$ cat src/rtl/ack_nak_gen.sv
// Receive-side ACK/NAK generator: classifies checked TLPs against NEXT_RCV_SEQ
// and issues coalesced ACK or NAK DLLP requests to the TX DLLP arbiter.
module ack_nak_gen #(
  parameter int ACK_LAT      = 64,
  parameter int ACK_COALESCE = 4,
  parameter int CNT_W        = 8
) (
  input  logic        clk,
  input  logic        rst,
  input  logic        tlp_done,
  input  logic [11:0] tlp_seq,
  input  logic        lcrc_ok,
  output logic        tlp_accept,
  output logic        tlp_discard,
  output logic        dllp_valid,
  input  logic        dllp_ready,
  output logic [1:0]  dllp_ack_nack,
  output logic [11:0] dllp_seq,
  output logic [11:0] next_rcv_seq
);

  typedef enum logic {IDLE, SEND} state_e;

  localparam logic [CNT_W-1:0] LAT_LIMIT  = CNT_W'(ACK_LAT - 1);
  localparam logic [CNT_W-1:0] COAL_LIMIT = CNT_W'(ACK_COALESCE);
  localparam logic [11:0]      DUP_WINDOW = 12'd2048;

  state_e           state_q;
  logic [11:0]      next_rcv_seq_q;
  logic [11:0]      dllp_seq_q;
  logic [1:0]       dllp_ack_nack_q;
  logic             dllp_valid_q;
  logic             accept_q;
  logic             discard_q;
  logic             nak_sched_q;
  logic             nak_pending_q;
  logic             ack_pending_q;
  logic             ack_force_q;
  logic [CNT_W-1:0] coal_cnt_q;
  logic [CNT_W-1:0] coal_cnt_d;
  logic [CNT_W-1:0] lat_cnt_q;
  logic [CNT_W-1:0] lat_cnt_d;

  logic [11:0] seq_dist;
  logic [11:0] last_rcv_seq;
  logic        in_order;
  logic        duplicate;
  logic        bad_tlp;
  logic        nak_load;
  logic        ack_load;

  // Distance behind NEXT_RCV_SEQ; up to half the sequence space counts as already seen.
  assign seq_dist     = next_rcv_seq_q - tlp_seq;
  assign last_rcv_seq = next_rcv_seq_q - 12'd1;
  assign in_order     = tlp_done && lcrc_ok && (seq_dist == 12'd0);
  assign duplicate    = tlp_done && lcrc_ok && (seq_dist != 12'd0) && (seq_dist <= DUP_WINDOW);
  assign bad_tlp      = tlp_done && !in_order && !duplicate;

  assign nak_load = (state_q == IDLE) && nak_pending_q;
  assign ack_load = (state_q == IDLE) && !nak_pending_q && ack_pending_q &&
                    (ack_force_q || (coal_cnt_q >= COAL_LIMIT) || (lat_cnt_q >= LAT_LIMIT));

  // A load clears the counters first; a TLP accepted in the same cycle still counts.
  always_comb begin
    coal_cnt_d = coal_cnt_q;
    lat_cnt_d  = lat_cnt_q;
    if (nak_load || ack_load) begin
      coal_cnt_d = '0;
      lat_cnt_d  = '0;
    end else if ((state_q == IDLE) && ack_pending_q) begin
      lat_cnt_d = lat_cnt_q + CNT_W'(1);
    end
    if (in_order && (coal_cnt_d != '1)) begin
      coal_cnt_d = coal_cnt_d + CNT_W'(1);
    end
  end

  always_ff @(posedge clk) begin
    if (rst) begin
      state_q         <= IDLE;
      next_rcv_seq_q  <= 12'd0;
      dllp_seq_q      <= 12'hFFF;
      dllp_ack_nack_q <= 2'b00;
      dllp_valid_q    <= 1'b0;
      accept_q        <= 1'b0;
      discard_q       <= 1'b0;
      nak_sched_q     <= 1'b0;
      nak_pending_q   <= 1'b0;
      ack_pending_q   <= 1'b0;
      ack_force_q     <= 1'b0;
      coal_cnt_q      <= '0;
      lat_cnt_q       <= '0;
    end else begin
      accept_q   <= in_order;
      discard_q  <= duplicate || bad_tlp;
      coal_cnt_q <= coal_cnt_d;
      lat_cnt_q  <= lat_cnt_d;

      case (state_q)
        IDLE: begin
          if (nak_load) begin
            dllp_valid_q    <= 1'b1;
            dllp_ack_nack_q <= 2'b10;
            dllp_seq_q      <= last_rcv_seq;
            nak_pending_q   <= 1'b0;
            ack_pending_q   <= 1'b0;
            ack_force_q     <= 1'b0;
            state_q         <= SEND;
          end else if (ack_load) begin
            dllp_valid_q    <= 1'b1;
            dllp_ack_nack_q <= 2'b01;
            dllp_seq_q      <= last_rcv_seq;
            ack_pending_q   <= 1'b0;
            ack_force_q     <= 1'b0;
            state_q         <= SEND;
          end
        end
        SEND: begin
          if (dllp_ready) begin
            dllp_valid_q    <= 1'b0;
            dllp_ack_nack_q <= 2'b00;
            state_q         <= IDLE;
          end
        end
        default: state_q <= IDLE;
      endcase

      // Flag sets come after the load clears so a same-cycle TLP is never lost.
      if (in_order) begin
        next_rcv_seq_q <= next_rcv_seq_q + 12'd1;
        nak_sched_q    <= 1'b0;
        ack_pending_q  <= 1'b1;
      end
      if (duplicate) begin
        ack_pending_q <= 1'b1;
        ack_force_q   <= 1'b1;
      end
      if (bad_tlp && !nak_sched_q) begin
        nak_pending_q <= 1'b1;
        nak_sched_q   <= 1'b1;
      end
    end
  end

  assign tlp_accept    = accept_q;
  assign tlp_discard   = discard_q;
  assign dllp_valid    = dllp_valid_q;
  assign dllp_ack_nack = dllp_ack_nack_q;
  assign dllp_seq      = dllp_seq_q;
  assign next_rcv_seq  = next_rcv_seq_q;

endmodule

$ cat config.mk
export PLATFORM = sky130hd
export DESIGN_NAME = ack_nak_gen
export DESIGN_NICKNAME = d
export VERILOG_FILES = /design/src/rtl/ack_nak_gen.sv
export SDC_FILE = /design/constraint.sdc
export NUM_CORES = 1
export LEC_CHECK = 0
export BUFFER_PORTS_ARGS = -buffer_cell sky130_fd_sc_hd__buf_4
export CAP_MARGIN = 10
export CELL_PAD_IN_SITES_DETAIL_PLACEMENT = 2
export CELL_PAD_IN_SITES_GLOBAL_PLACEMENT = 2
export CORE_MARGIN = 2
export CORE_UTILIZATION = 30
export CTS_CLUSTER_SIZE = 8
export DETAILED_ROUTE_END_ITERATION = 6
export PLACE_DENSITY = 0.76
export SLEW_MARGIN = 20
export SYNTH_ARGS = -nofsm -noshare
export SYNTH_HDL_FRONTEND = slang
export SYNTH_SLANG_ARGS = --single-unit
$ cat constraint.sdc
create_clock -name clk -period 7.5 [get_ports clk]
set_input_delay 1.125 -clock clk [delete_from_list [all_inputs] [get_ports clk]]
set_output_delay 1.125 -clock clk [all_outputs]
set_load 0.005 [all_outputs]
======== Word-level counts from Yosys, hierarchy flattened ========
Index checks and enable logic that the tools add are counted.
storage, ports and cells
  input bits .............................. 17
  bits in registers ....................... 50
  output and inout port bits .............. 29
cells by class
  muxes and demuxes ....................... 27
  order comparisons ....................... 3
  bitwise logic cells ..................... 1
  reductions and logical operators ........ 34
  $add $sub $neg .......................... 5
  equality and inequality tests ........... 6
operators with widths
  kind                     count
  $mux W12                 2
  $mux W1                  17
  $add A8 B1 Y8 const B    2
  $mux W8                  2
  $logic_and A1 B1 Y1      13
  $add A12 B1 Y12 const B  1
  $le A12 B12 Y1 const B   1
  $logic_not A12 Y1        1
  $reduce_bool A12 Y1      1
  $sub A12 B1 Y12 const B  1
  $sub A12 B12 Y12         1
  $reduce_and A2 Y1        5
  $ge A8 B3 Y1 const B     1
  $ge A8 B6 Y1 const B     1
  $ne A8 B8 Y1 const B     1
  $mux W2                  3
  $reduce_bool A2 Y1       3
  $logic_not A1 Y1         4
  $logic_or A1 B1 Y1       4
  $ne A2 B1 Y1 const B     2
  $pmux W1 S2              2
  $pmux W2 S2              1
  $reduce_bool A4 Y1       1
  $ne A3 B1 Y1 const B     1
  other kinds (5)          5

======== Longest topological paths before layout ========
Gate-level depths: netlist of the first run.
  depth after elaboration ................. 9
  mapped depth ............................ 13

======== Least setup slack after synthesis of the first run ========
OpenSTA, ideal clock, no wires.
  path kind ............................... input -> register
  start point ............................. input port tlp_seq[3]
  end point ............................... register next_rcv_seq_q[9] (netlist: next_rcv_seq[9])
  library setup time ...................... 0.132 ns
  arrival ................................. 3.307 ns
  data required time ...................... 7.368 ns
  cell stages on the path ................. 12
  setup slack ............................. 4.061 ns
  path buffers ............................ 2
  cells stage by stage .................... inv_1 > ha_1 > a21o_1 > nor2_4 > a211oi_1 > or3_1 > a211oi_2 > nand4_4 > buf_6 > buf_2 > o31ai_1 > a21oi_1
on the way
  longest elaborated chain between the ends .. 3
ends and longest elaborated chain
  what                  line  source
  start, declared       11    input logic [11:0] tlp_seq,
  $sub A12 B12 Y12      53    assign seq_dist = next_rcv_seq_q - tlp_seq;
  $logic_not A12 Y1     55    assign in_order = tlp_done && lcrc_ok && (seq_dist == 12'd0);
  $logic_and A1 B1 Y1   55
  end signal, assigned  130   next_rcv_seq_q <= next_rcv_seq_q + 12'd1;
  end, declared         29    logic [11:0] next_rcv_seq_q;
Every way passes these cells.
A chain may end at the register's enable or synchronous reset.

======== Worst setup path in the final report of the first run ========
  start point ............................. input port tlp_seq[1]
  end point ............................... register coal_cnt_q[6]
on the way
  longest elaborated chain between the ends .. 5
ends and longest elaborated chain
  what                  line  source
  $sub A12 B12 Y12      53
  $logic_not A12 Y1     55
  $logic_and A1 B1 Y1   55
  $logic_and A1 B1 Y1   73    if (in_order && (coal_cnt_d != '1)) begin
  $mux W8               73
  end signal, assigned  96    coal_cnt_q <= coal_cnt_d;
  end, declared         39    logic [CNT_W-1:0] coal_cnt_q;
Every way passes these cells.

==> results of run 1 <==
report_power, final:
part	switching, W	internal [W]
registers	0.00000395	0.000270
clock network	0.000101	0.0000659
logic	0.0000285	0.0000216
total	0.000133	0.000357
area by class of cell:
class,instances,area (um2)
Timing Repair Buffer,46,345
Fill cell,1129,6200
Inverter,17,63.8
Clock inverter,3,21.3
Multi-Input combinational cell,282,1820
Sequential cell,50,1000
Tap cell,133,166
Clock buffer,5,68.8
layout by cell type, fill, tap and decap left out, types with 4 or more instances in the layout:
| cell type | synthesis | routed |
|---|---|---|
| xor2_1 | 11 | 11 |
| or3_1 | 11 | 11 |
| and2_1 | 5 | 5 |
| nand2_1 | 28 | 28 |
| or4_1 | 9 | 9 |
| xnor2_1 | 11 | 11 |
| nor2_1 | 48 | 48 |
| dfxtp_1 | 50 | 50 |
| o21bai_1 | 11 | 11 |
| nor3_1 | 9 | 9 |
| and3_1 | 7 | 7 |
| o21ai_0 | 14 | 14 |
| a21oi_1 | 29 | 29 |
| nand2b_1 | 4 | 4 |
| nor3b_1 | 4 | 4 |
| buf_4 | 0 | 46 |
| nand3_1 | 12 | 12 |
| inv_1 | 17 | 17 |
| o31ai_1 | 7 | 7 |
| nand4_1 | 4 | 4 |
| clkbuf_8 | 0 | 5 |
| ha_1 | 15 | 15 |
cells in the mapped netlist (all sizes together) (2+ instances only):
library cell | n | area (um2)
buf | 3 | 21.3
nor2 | 49 | 191
xnor2 | 11 | 96.3
a211oi | 3 | 32.5
nand2b | 4 | 25.0
o2bb2ai | 3 | 26.3
a21o | 2 | 15.0
a211o | 3 | 26.3
o2111ai | 2 | 17.5
dfxtp | 50 | 1000
inv | 17 | 63.8
or4 | 9 | 67.6
clkbuf | 14 | 52.6
nand3 | 12 | 60.1
a21oi | 30 | 154
xor2 | 12 | 113
nand2 | 28 | 105
or3 | 11 | 68.8
a311oi | 3 | 32.5
nor3 | 9 | 45.0
ha | 15 | 188
and4 | 2 | 17.5
o21ai | 17 | 85.1
nor2b | 3 | 18.8
a22oi | 3 | 22.5
nand4 | 5 | 46.3
and3 | 7 | 43.8
or2 | 2 | 12.5
nor3b | 4 | 30.0
o31ai | 7 | 52.6
nand3b | 3 | 22.5
o21bai | 11 | 82.6
and2 | 5 | 31.3
worst paths after layout:
path | from | endpoint | slack, ns | depth (start not counted)
hold / removal | dllp_valid$_SDFFE_PP0P_ | dllp_valid$_SDFFE_PP0P_ | 0.48 | 2
setup / recovery | tlp_seq[1] | coal_cnt_q[6]$_SDFF_PP0_ | 3.71 | 11
hold reg to reg | dllp_valid$_SDFFE_PP0P_ | dllp_valid$_SDFFE_PP0P_ | 0.48 | 2
setup reg to reg | next_rcv_seq[3]$_SDFFE_PP0P_ | coal_cnt_q[6]$_SDFF_PP0_ | 3.95 | 9
per-layer routing:
metal | share of wire, % | routed length (um)
met5 | 0 | 0
met4 | 1.0 | 88
met3 | 3.5 | 306
met2 | 48 | 4160
met1 | 48 | 4190
flip-flops by register name, indices dropped and copies added, names as in the netlist:
| register | flops |
|---|---|
| state_q | 1 |
| lat_cnt_q | 8 |
| next_rcv_seq | 12 |
| coal_cnt_q | 8 |
| nak_sched_q | 1 |
| ack_pending_q | 1 |
| ack_force_q | 1 |
| tlp_accept | 1 |
| dllp_ack_nack | 2 |
| dllp_seq | 12 |
| nak_pending_q | 1 |
| tlp_discard | 1 |
| dllp_valid | 1 |
metrics by stage:
| step | util [%] | setup WS [ns] |
|---|---|---|
| 6_report | 36.0 | 3.71 |
| 5_1_grt | 36.0 | 3.48 |
| 4_1_cts | 36.0 | 3.69 |
| 3_5_place_dp | 35.0 | 3.35 |
| 3_3_place_gp | 35.0 | 3.44 |
| 2_1_floorplan | - | 4.06 |
cells by family after synthesis:
family | after synthesis
buffers and inverters | 34
adders and majority gates | 15
muxes | 1
and+or+nand+nor | 155
DFF | 50
xor gates and xnor gates | 23
AOI/OAI and AO/OA | 88
worst min-delay path, cell delays in order (launching register included):
cell and delay, ns:
dfxtp_1 0.32, nand2_1 0.06, a21oi_1 0.06
==> flow_metrics.tcl, run 1 <==
set metrics [dict create \
    worst-slew-pin-transition_ns 0.757 \
    met1_use_gr_pct 23.1 \
    rows 36 \
    initialDrtViolationCount 64 \
    report.final.setup_viol 0 \
    synth_nets 398 \
    yosysUniqueCellTypes 49 \
    finalMaxSlewViolations 0 \
    globalplace.congestion 0.839 \
    wl_per_instance_um 16.3 \
    clock-root-buffer "clkbuf_8" \
    path_type_of_the_worst_min_delay_path "register to register" \
    placed_cells 528 \
    worst_ep_arrival_time_ns 4.01 \
    synthXorXnorAreaFrac_pct 7.07 \
    postSynthCellCount 366 \
    slew_headroom_pct 49.2 \
    crit_path_max_fanout 36 \
    synth-compound-area-share_pct 20.4 \
    ys_async_sr_fraction_pct 0 \
    fp.coreArea_mm2 0.00968 \
    grt.met3_usage_pct 3.16 \
    synth_mux_area_share_pct 0.339 \
    simple_gate_share_of_the_synthesized_area_pct 27.3 \
    antenna_found_initial 0 \
    cts_made_buffers 5 \
    hold_violations 0 \
    power_per_cell_area_mw_per_mm2 141 \
    synth_area_per_cell_um2 8.07 \
    rsz0062_at_grt "false" \
    max_stage_delay_ns 0.60 \
    critPathKind "input pin to register" \
    critical_path.top_delay_family "simple AND/OR/NAND/NOR gates" \
    post_cts_resized 0 \
    number_of_global_route_vias_before_repair 2867 \
    die_y_um 103 \
    critical_path.startpoint_type "input pin" \
    drt.antenna.violating_nets 0 \
    minimum_clock_period_ns 3.79 \
    total_of_warnings_raised_by_yosys 0 \
    hold-worst-slack_ns 0.478 \
    edff_count_synth 0 \
    maxCapViolations 0 \
    postRouteWirelength_um 8740 \
    number_of_top_level_pins 46 \
    clock_sink_count 50 \
    post-dp-hpwl_um 6560 \
    ctsHtreeMaxLevel 2 \
    fin_tns_setup_ns 0 \
    globalRouteTotalUtil_pct 17.3 \
    cts-hold-fix-buffers 0 \
    status "complete, no violations" \
    grt_start_max_net_pins 40 \
    synth_seq_area_share_pct 33.9 \
    post_cts.repair.setup_buffers 0 \
    cts_max_path_buffers 2 \
    clock_skew_ns 0.00679 \
    critical_path.cell_chain "buf_4 -> inv_1 -> ha_1 -> nor2b_1 -> o211ai_4 -> a211oi_1 -> or3_1 -> a211oi_2 -> nand4_4 -> or4_1 -> and3_1" \
    tritoncts "yes" \
    synthesis.area_mm2 0.00295 \
    critPathRequiredTime_ns 7.71 \
    clock_latency_ns 0.32 \
    largest_family_of_logic_cells_by_synthesized_area "simple AND/OR/NAND/NOR gates" \
    period_share_pct 50.6 \
    area_growth_syn_to_layout_pct 17.9 \
    cts.reportedPaths.clkPinSlew_ns 0.10 \
    finalInstanceArea_mm2 0.00348 \
    die_width_um 103 \
    ir_worst_vdd_v 0.0000716 \
    critical-path-slowest-cell "or4_1" \
    layout-drive-gt1-share_pct 15.9 \
    drt_drc_violations_left 0 \
    critical_path.endpoint_type "register" \
    grt_first_pass_wirelength_um 14400 \
    routed_via_density 5.17 \
    report.power.total_w 0.000490 \
    die-area_mm2 0.0107 \
    timing.fmax_mhz 264 \
    yosys.area_share.adder_pct 6.35 \
    worstPathBufferInverterCount 2 \
    route.vias.total 2772 \
    drt-pass1-iter-count 4 \
    place.port_buffers 45 \
    count_of_state_elements_after_synthesis 50 \
    globalRouteOverflowTotal 0 \
    start_util_pct 30.5 \
    grt.met2_usage_pct 29.7 \
    number_of_cells_in_the_finished_layout_apart_from_fillers 536 \
    top_usage_layer "met2" \
    final_net_count 434 \
    insertedDiodeCount 0 \
    p_leak_nw 1.39 \
    synth_flop_cell "dfxtp_1" \
    placedInstanceArea_mm2 0.00339 \
]
No activity file was read; power rests on OpenSTA's default activity.
==> run 2, diff against run 1 <==
- ABC_AREA: unset -> 1
- PLACE_DENSITY: 0.76 -> 0.81
- clock period: 7.5 -> 3.8 ns (I/O delays scaled with it)
==> run 2 against run 1 <==
Routed wire length up 24%. First-iteration DRC count increased by 48%. Non-clock buffer count increased by 1. Critical endpoint unchanged. Largest power group unchanged.
==> flow_metrics.tcl, run 2 <==
set metrics [dict create \
    globalRouteOverflowTotal 0 \
    die_y_um 108 \
    clock_latency_ns 0.32 \
    hold_violations 0 \
    count_of_state_elements_after_synthesis 50 \
    p_leak_nw 1.87 \
    post-dp-hpwl_um 8730 \
    regToRegEndpoint "coal_cnt_q[6]$_SDFF_PP0_" \
    globalplace.congestion 0.825 \
    post_synth_most_frequent_cells "nand2_1 (148), inv_1 (81), nor2_1 (57), dfxtp_1 (50), nand3_1 (46)" \
    cts.reportedPaths.clkPinSlew_ns 0.10 \
    period_share_pct 79.0 \
    largest_family_of_logic_cells_by_synthesized_area "simple AND/OR/NAND/NOR gates" \
    worst_ep_arrival_time_ns 3.22 \
    ys_async_sr_fraction_pct 0 \
    min_to "nak_sched_q$_SDFFE_PP0P_" \
    start_util_pct 31.1 \
    grt_first_pass_wirelength_um 18100 \
    cts-hold-fix-buffers 0 \
    route.vias.total 3429 \
    ir_worst_vdd_v 0.000158 \
    synth_top_cells_by_area "dfxtp_1 (31%), nand2_1 (17%), inv_1 (9.4%), nand3_1 (7.1%), nor2_1 (6.6%)" \
    p_comb_share_pct 12.6 \
    yosys.area_share.adder_pct 5.80 \
    initialDrtViolationCount 95 \
    globalRouteTotalUtil_pct 19.5 \
    worst-slew-pin-transition_ns 0.734 \
    cts_made_buffers 5 \
    synthesis.area_mm2 0.00323 \
    critPathRequiredTime_ns 4.02 \
    postRouteWirelength_um 10900 \
    insertedDiodeCount 0 \
    drt_drc_violations_left 0 \
    antenna_found_initial 0 \
    die-area_mm2 0.0116 \
    power.sequential.fraction_pct 50.6 \
    area_growth_syn_to_layout_pct 18.2 \
    final_net_count 593 \
    most_common_cell_in_the_netlist "nand2_1" \
    clock_power_share_pct 36.9 \
    cpMostUsedCell "nand2_1" \
    min-delay-start "nak_sched_q$_SDFFE_PP0P_" \
    clock_skew_ns 0.00829 \
    post_cts.repair.setup_buffers 0 \
    synth_area_leader_cell "dfxtp_1" \
    number_of_global_route_vias_before_repair 3706 \
    place.port_buffers 45 \
    power_per_cell_area_mw_per_mm2 284 \
    rows 37 \
    critical_path.endpoint_type "register" \
    maxCapViolations 0 \
    synth_seq_area_share_pct 30.9 \
    netSwitchingFraction_pct 27.0 \
    fin_tns_setup_ns 0 \
    synth_nets 549 \
    path_type_of_the_worst_min_delay_path "register to register" \
    synth_area_per_cell_um2 6.26 \
    synth_mux_area_share_pct 0 \
    power.internal_w 0.000793 \
    drt.antenna.violating_nets 0 \
    clock-root-buffer "clkbuf_8" \
    critical-path-slowest-cell "dfxtp_1" \
    edff_count_synth 0 \
    simple_gate_share_of_the_synthesized_area_pct 39.2 \
    ctsHtreeMaxLevel 2 \
    crit_path_max_fanout 16 \
    finalMaxSlewViolations 0 \
    status "complete, no violations" \
    synth_top_area_share_pct 30.9 \
    yosysUniqueCellTypes 32 \
    reg_to_reg_critical_path_startpoint "next_rcv_seq[0]$_SDFFE_PP0P_" \
    grt_start_max_net_pins 24 \
    tritoncts "yes" \
    cts_max_path_buffers 2 \
    routed_via_density 4.91 \
    timing.fmax_mhz 333 \
    reg2reg_depth 18 \
    worst-r2r-setup-slack_ns 0.80 \
    post_cts_resized 0 \
    wl_per_instance_um 15.6 \
    rsz0062_at_grt "false" \
    synth-compound-area-share_pct 8.36 \
    layout_commonest_cell "nand2_1" \
    drt-pass1-iter-count 7 \
    slew_headroom_pct 51.0 \
    critPathKind "register to register" \
    postSynthCellCount 517 \
    max_stage_delay_ns 0.51 \
    critical_path.startpoint_type "register" \
    synth_flop_cell "dfxtp_1" \
    min_path_cells 2 \
    report.final.setup_viol 0 \
    minimum_clock_period_ns 3.00 \
    clock_sink_count 50 \
    fp.coreArea_mm2 0.0104 \
    hold-worst-slack_ns 0.475 \
    number_of_top_level_pins 46 \
    critical_path.cell_chain "inv_1 -> ha_1 -> inv_1 -> nand2_1 -> nand2_1 -> nand2_1 -> nand2_1 -> nand2_1 -> nand2_1 -> nand2_1 -> nand2_1 -> nand2_1 -> nor2_2 -> nand3_4 -> clkinv_2 -> nand2_2 -> o21ai_1 -> nor2_1" \
    layout-drive-gt1-share_pct 11.9 \
    die_width_um 108 \
    synthXorXnorAreaFrac_pct 4.60 \
    top_library_cells_by_usage_in_the_layout_fill_and_taps_aside "nand2_1 (148), inv_1 (81), nor2_1 (57)" \
    total_of_warnings_raised_by_yosys 0 \
    switching_power_w 0.000293 \
]
## run 2: changes by cell type in the layout (fill, tap and decap cells not counted), moves of 10 or more
cell	previous run	this run
nand2_1	28	148
inv_1	17	81
nand3_1	12	46
or3_1	11	0
o21bai_1	11	1
## run 2: power by group through the flow
stage / combinational [W] / clock (W) / sequential, W
finish: 0.000136 / 0.000401 / 0.000549
global route: 0.000155 / 0.000431 / 0.000552
CTS: 0.000139 / 0.000412 / 0.000550
detailed placement: 0.000139 / 0 / 0.000562
global placement: 0.000133 / 0 / 0.000561
floorplan: 0.0000777 / 0 / 0.000562
## run 2: area by class of cell
type | count | area, um2
clock buffers | 5 | 68.8
clock inverters | 3 | 43.8
fillers | 1327 | 6590
inverters | 83 | 313
multi-input cells | 374 | 1870
flip-flops and latches | 50 | 1000
well taps | 136 | 170
repair buffers | 47 | 353
## run 2: worst max-delay path by stage
stage | endpoint | cells past startpoint | slack (ns) | startpoint
global route | coal_cnt_q[6]$_SDFF_PP0_ | 18 | 0.47 | next_rcv_seq[0]$_SDFFE_PP0P_
global placement | coal_cnt_q[6]$_SDFF_PP0_ | 16 | 0.83 | tlp_seq[7]
CTS | coal_cnt_q[6]$_SDFF_PP0_ | 18 | 0.76 | next_rcv_seq[0]$_SDFFE_PP0P_
detailed placement | coal_cnt_q[6]$_SDFF_PP0_ | 16 | 0.69 | tlp_seq[7]
finish | coal_cnt_q[6]$_SDFF_PP0_ | 18 | 0.80 | next_rcv_seq[0]$_SDFFE_PP0P_
floorplan | next_rcv_seq[4]$_SDFFE_PP0P_ | 17 | 1.47 | tlp_seq[5]
## run 2: cells by family (layout without fill, tap and decap cells)
| logic type | count (synthesis) | count (layout) |
|---|---|---|
| compound gates | 48 | 48 |
| xor+xnor | 17 | 17 |
| fa+ha+maj | 15 | 15 |
| buf+inv | 93 | 138 |
| flops | 50 | 50 |
| simple gates | 294 | 294 |
## run 2: critical path, delay by kind of cell, from the launching register on
kind	cells	cell delay, ns
and+or+nand+nor	13	1.43
buffers and inverters	3	0.56
DFF	1	0.51
adders and majority gates	1	0.23
AOI/OAI and AO/OA	1	0.16
## run 2: routing by layer
metal / track usage [%] / share of wire [%]
met2: 35.7 / 49
met3: 2.00 / 2.2
met4: 3.94 / 0.83
met1: 24.8 / 48
met5: 0 / 0
## run 2: through the flow
step | total power (W) | area, um2 | cells | worst slack (ns) | utilization (%)
2_1_floorplan | 0.000639 | 3230 | 517 | 1.47 | -
3_3_place_gp | 0.000694 | 3710 | 690 | 0.826 | 35.6
3_5_place_dp | 0.000700 | 3710 | 690 | 0.690 | 35.6
4_1_cts | 0.00110 | 3820 | 698 | 0.756 | 36.7
5_1_grt | 0.00114 | 3820 | 698 | 0.474 | 36.7
6_report | 0.00109 | 3820 | 698 | 0.798 | 36.7
